$ cat config.mk
export PLATFORM = sky130hd
export DESIGN_NAME = onehot_pulse_decoder_3_to_8
export DESIGN_NICKNAME = d
export VERILOG_FILES = /design/src/rtl/onehot_pulse_decoder_3_to_8.sv
export SDC_FILE = /design/constraint.sdc
export NUM_CORES = 1
export LEC_CHECK = 0
export CAP_MARGIN = 10
export CORE_MARGIN = 4
export CORE_UTILIZATION = 47
export CTS_CLUSTER_DIAMETER = 150
export DETAILED_ROUTE_END_ITERATION = 10
export PLACE_DENSITY = 0.81
export SYNTH_ARGS = -nofsm -noshare
export SYNTH_HDL_FRONTEND = slang
export SYNTH_SLANG_ARGS = --single-unit
$ cat constraint.sdc
create_clock -name clk -period 4 [get_ports clk]
set_input_delay 0.6 -clock clk [delete_from_list [all_inputs] [get_ports clk]]
set_output_delay 0.6 -clock clk [all_outputs]
set_load 0.01 [all_outputs]
$ cat src/rtl/onehot_pulse_decoder_3_to_8.sv
// 3-bit index to 8-bit one-hot pulse, held for HOLD_CYCLES, then auto-cleared with a done strobe.
// Optional macro DECODER_PENDING_QUEUE_EN adds a 2-entry pending-code FIFO ahead of the pulse FSM.
module onehot_pulse_decoder_3_to_8 #(
  parameter  int HOLD_CYCLES = 4,
  localparam int CNT_W       = $clog2(HOLD_CYCLES + 1)
) (
  input  logic       clk,
  input  logic       rst_n,
  input  logic       in_valid,
  input  logic [2:0] in_code,
  output logic       in_ready,
  input  logic       flush,
  output logic [7:0] out,
  output logic       out_valid,
  output logic       done,
  output logic       busy
);

  typedef enum logic {IDLE, HOLD} state_t;

  state_t             state_q, state_d;
  logic [CNT_W-1:0]   cnt_q, cnt_d;
  logic [7:0]         out_q, out_d;
  logic               done_q, done_d;
  logic               xfer, launch;
  logic [2:0]         launch_code;
  logic [7:0]         dec;

  assign xfer = in_valid && in_ready;

  for (genvar i = 0; i < 8; i++) begin : g_dec
    assign dec[i] = (launch_code == 3'(i));
  end

`ifdef DECODER_PENDING_QUEUE_EN
  localparam int QD = 2;

  logic [QD-1:0][2:0] q_q, q_d;
  logic [1:0]         qcnt_q, qcnt_d;
  logic               q_empty, q_full, push, pop;

  assign q_empty     = (qcnt_q == 2'd0);
  assign q_full      = (qcnt_q == 2'(QD));
  // A queued head always launches ahead of a code arriving this cycle, keeping order.
  assign pop         = (state_q == IDLE) && !q_empty;
  assign launch      = (state_q == IDLE) && (!q_empty || xfer);
  assign launch_code = q_empty ? in_code : q_q[0];
  assign push        = xfer && !((state_q == IDLE) && q_empty);

  always_comb begin
    q_d    = q_q;
    qcnt_d = qcnt_q;
    if (pop) begin
      q_d[0] = q_q[1];
      qcnt_d = qcnt_q - 2'd1;
    end
    if (push) begin
      // push requires !full, and after a pop the fill level is at most 1
      q_d[qcnt_d[0]] = in_code;
      qcnt_d         = qcnt_d + 2'd1;
    end
    if (flush) qcnt_d = 2'd0;
  end

  always_ff @(posedge clk or negedge rst_n) begin
    if (!rst_n) begin
      q_q    <= '0;
      qcnt_q <= 2'd0;
    end else begin
      q_q    <= q_d;
      qcnt_q <= qcnt_d;
    end
  end
`else
  assign launch      = xfer;
  assign launch_code = in_code;
`endif

  // State register
  always_ff @(posedge clk or negedge rst_n) begin
    if (!rst_n) begin
      state_q <= IDLE;
      cnt_q   <= '0;
      out_q   <= 8'h00;
      done_q  <= 1'b0;
    end else begin
      state_q <= state_d;
      cnt_q   <= cnt_d;
      out_q   <= out_d;
      done_q  <= done_d;
    end
  end

  // Next-state logic; flush overrides everything and suppresses done
  always_comb begin
    state_d = state_q;
    cnt_d   = cnt_q;
    out_d   = out_q;
    done_d  = 1'b0;
    if (flush) begin
      state_d = IDLE;
      cnt_d   = '0;
      out_d   = 8'h00;
    end else begin
      case (state_q)
        IDLE: begin
          if (launch) begin
            state_d = HOLD;
            cnt_d   = CNT_W'(HOLD_CYCLES - 1);
            out_d   = dec;
          end
        end
        HOLD: begin
          if (cnt_q == '0) begin
            state_d = IDLE;
            out_d   = 8'h00;
            done_d  = 1'b1;
          end else begin
            cnt_d = cnt_q - 1'b1;
          end
        end
        default: begin
          state_d = IDLE;
          out_d   = 8'h00;
        end
      endcase
    end
  end

  // Outputs
  always_comb begin
    out       = out_q;
    out_valid = |out_q;
    done      = done_q;
    busy      = (state_q == HOLD);
`ifdef DECODER_PENDING_QUEUE_EN
    in_ready  = !q_full;
`else
    in_ready  = (state_q == IDLE);
`endif
  end

endmodule
==> impl_summary.txt <==
----------------------------------------------------
[Synthesis]
  Netlist cell types ... 20
  Total standard cell area after synthesis ... 611 um2
  Share of synthesized flip-flops with an asynchronous set or reset ... 100%
  Dominant synthesized flop cell ... dfrtp_1
  Synth warn ... 0
  Number of enable-type register cells in the synthesized netlist ... 0
  Average size of a mapped cell ... 12.0 um2
  Number of standard cells after synthesis ... 51
  Synth Register Bits ... 13
  Net count after synthesis ... 60
  Sequential share of the synthesized area ... 53.3%

[Hold path]
  HP Start ... out[5]
  Worst min-delay path endpoint ... out[5]
  Depth of the worst hold-timing path ... 1
  Hold/Removal Path Class ... flip-flop to flip-flop

[Worst setup path]
  Peak fanout along the critical path ... 3
  Setup CP Type ... flip-flop to output port
  Data required time at the worst endpoint ... 3.40 ns
  Arr. time, crit path ... 1.53 ns
  Startpoint type of the worst setup path ... flip-flop
  Reg-to-Reg Start ... cnt_q[0]
  Type of element capturing the critical path ... output port
  Register-to-register path setup slack ... 2.47 ns
  Number of cells on the worst reg-to-reg path ... 6
  Terminus of the critical flop-to-flop path ... out[2]

[Cells and area]
  Filler cells ... 87
  Antenna diodes ... 0
  Commonest non-fill, non-tap cell in the layout ... clkdlybuf4s50_1
  Proportion of layout cells with a drive suffix above 1 ... 11.1%
  Net count, final ... 82
  Post-route cell area ... 827 um2
  Synth-to-Final Area Change ... 35.5%
  Most frequent cells in the layout ... clkdlybuf4s50_1, dfrtp_1, a22o_1

[Clock network]
  Total number of H-tree levels ... 1
  CTS hold repair buffers ... 0
  Setup Buffers After CTS ... 0
  CTS tree ... yes
  Sinks on Clock Net ... 13
  Maximum count of clock buffers along a single path ... 2
  Cell chosen for the clock root ... clkbuf_4
  Clock Latency Late Sink ... 0.27 ns
  CTS buffer count ... 3
  Post_cts resized ... 0
  Reg clk slew, reported paths ... 0.08 ns

[Timing]
  Max-slew violation total from the final report ... 0
  Worst hold margin ... 0.532 ns
  Number of failing setup endpoints in the final timing report ... 0
  Clock period minus worst slack ... 2.13 ns
  Post-Route Skew ... 0.00251 ns
  Share of the clock period used by the worst path ... 53.1%
  Hold violation total from the final report ... 0
  Crit path setup slack, layout ... 1.87 ns
  Unrepaired setup endpoints after global routing ... no
  Upper clock frequency limit ... 0.471 GHz
  Remaining max-slew budget at the tightest pin ... 61.9%
  Pin slew with the least headroom to its limit ... 0.570 ns
  Setup TNS ... 0 ns

[Die]
  Total Die Area ... 0.00194 mm2
  Die X-Extent ... 44.0 um
  Starting Density ... 52.1%
  Total number of placement rows ... 12
  I/O Pins ... 19
  Die Y-Extent ... 44.0 um
  Placeable core area ... 0.00117 mm2

[GRT]
  Aggregate global-route resource usage ... 14.7%
  Maximum number of pins on one net before global-route repair ... 14
  Vias in the first global route ... 472
  Congestion Overflow GR ... 0
  First-pass GRT wire length ... 2100 um
  Initial antenna violation count ... 0

[Flow run]
  Number of maximum-capacitance violations ... 0

[Place]
  Placer Congestion ... 0.766
  Port Buffers ... 18
  Placed cell area ... 801 um2
  Post-placement setup slack ... 2.03 ns

[Routing]
  Routed via count divided by cell count ... 5.58
  Routed wire length ... 1260 um
  Number of nets with antenna violations after detailed routing ... 0
  1st-iter DRT viols ... 14
  Count of unresolved DRC violations after routing ... 0
  Detailed Routing Iterations Pass 1 ... 4
  Total via count after detailed routing ... 480
  Routed WL per cell ... 14.6 um

[Outcome]
  Run status ... finished, final reports clean

[Power]
  Leak ... 0.374 nW
  Largest voltage drop on the vdd net ... 0.190 mV
  Cell Pwr Density ... 342 mW/mm2
  Total power ... 0.000283 W

----------------------------------------------------
[metal layers]
layer	vias up	GRT usage (%)	wire length, um
met4	0	5.42	7
met2	16	21.2	609
met1	235	22.1	573
met3	2	2.44	69
met5	-	0	0
li1	227	-	-
[cells by family (layout without fill, tap and decap cells)]
logic type / after synthesis / after routing / synth area share (%)
AOI/OAI and AO/OA: 12 / 12 / 16.4
buffers and inverters: 6 / 27 / 4.30
DFF: 13 / 13 / 53.3
adders and majority gates: 2 / 2 / 4.10
and+or+nand+nor: 18 / 18 / 21.9
[registers in the layout (all words and copies together), names as in the netlist]
register,flops
busy,1
cnt_q,3
done,1
out,8
[how the worst max path moves through the flow]
stage	start	end	slack, ns	depth (start not counted)
after floorplan	out[1]	out_valid	2.61	2
after global placement	flush	out[7]	2.05	4
after detailed placement	flush	out[7]	2.03	4
after CTS	out[5]	out_valid	1.87	3
after global routing	out[1]	out_valid	1.77	3
final	out[4]	out_valid	1.87	3
[Yosys cell counts (2+ instances only)]
cell     number  area (um2)
inv_1         5        18.8
a32o_1        2        20.0
dfrtp_1      13         325
nor2b_1       2        12.5
nor2_1        4        15.0
nor4_1        2        12.5
ha_1          2        25.0
nand2_1       3        11.3
a22o_1        6        52.6
nor3b_4       2        37.5
[worst max-delay path: stages (launching register included)]
cell	delay, ns
dfrtp_1	0.41
nor4_1	0.27
nand2_1	0.08
clkdlybuf4s50_1	0.48
[through the flow]
step	util, %	std cells
after floorplan	-	51
after global placement	68.4	82
after CTS	70.6	86
final	70.6	86
after global routing	70.6	86
after detailed placement	68.4	82
[power by group]
group	leakage [nW]	switching, W	internal [W]
sequential	0.177	0.00000487	0.000138
combinational	0.183	0.0000281	0.0000300
clock	0.0150	0.0000436	0.0000386
[area by class of cell]
type,count,area [um2],share of cell area (%)
Sequential cell,13,325,39.3
Tap cell,14,17.5,2.12
Multi-Input combinational cell,32,259,31.3
Clock buffer,4,26.3,3.18
Timing Repair Buffer,18,180,21.8
Inverter,5,18.8,2.27
Power figures use the tool's default switching activity.
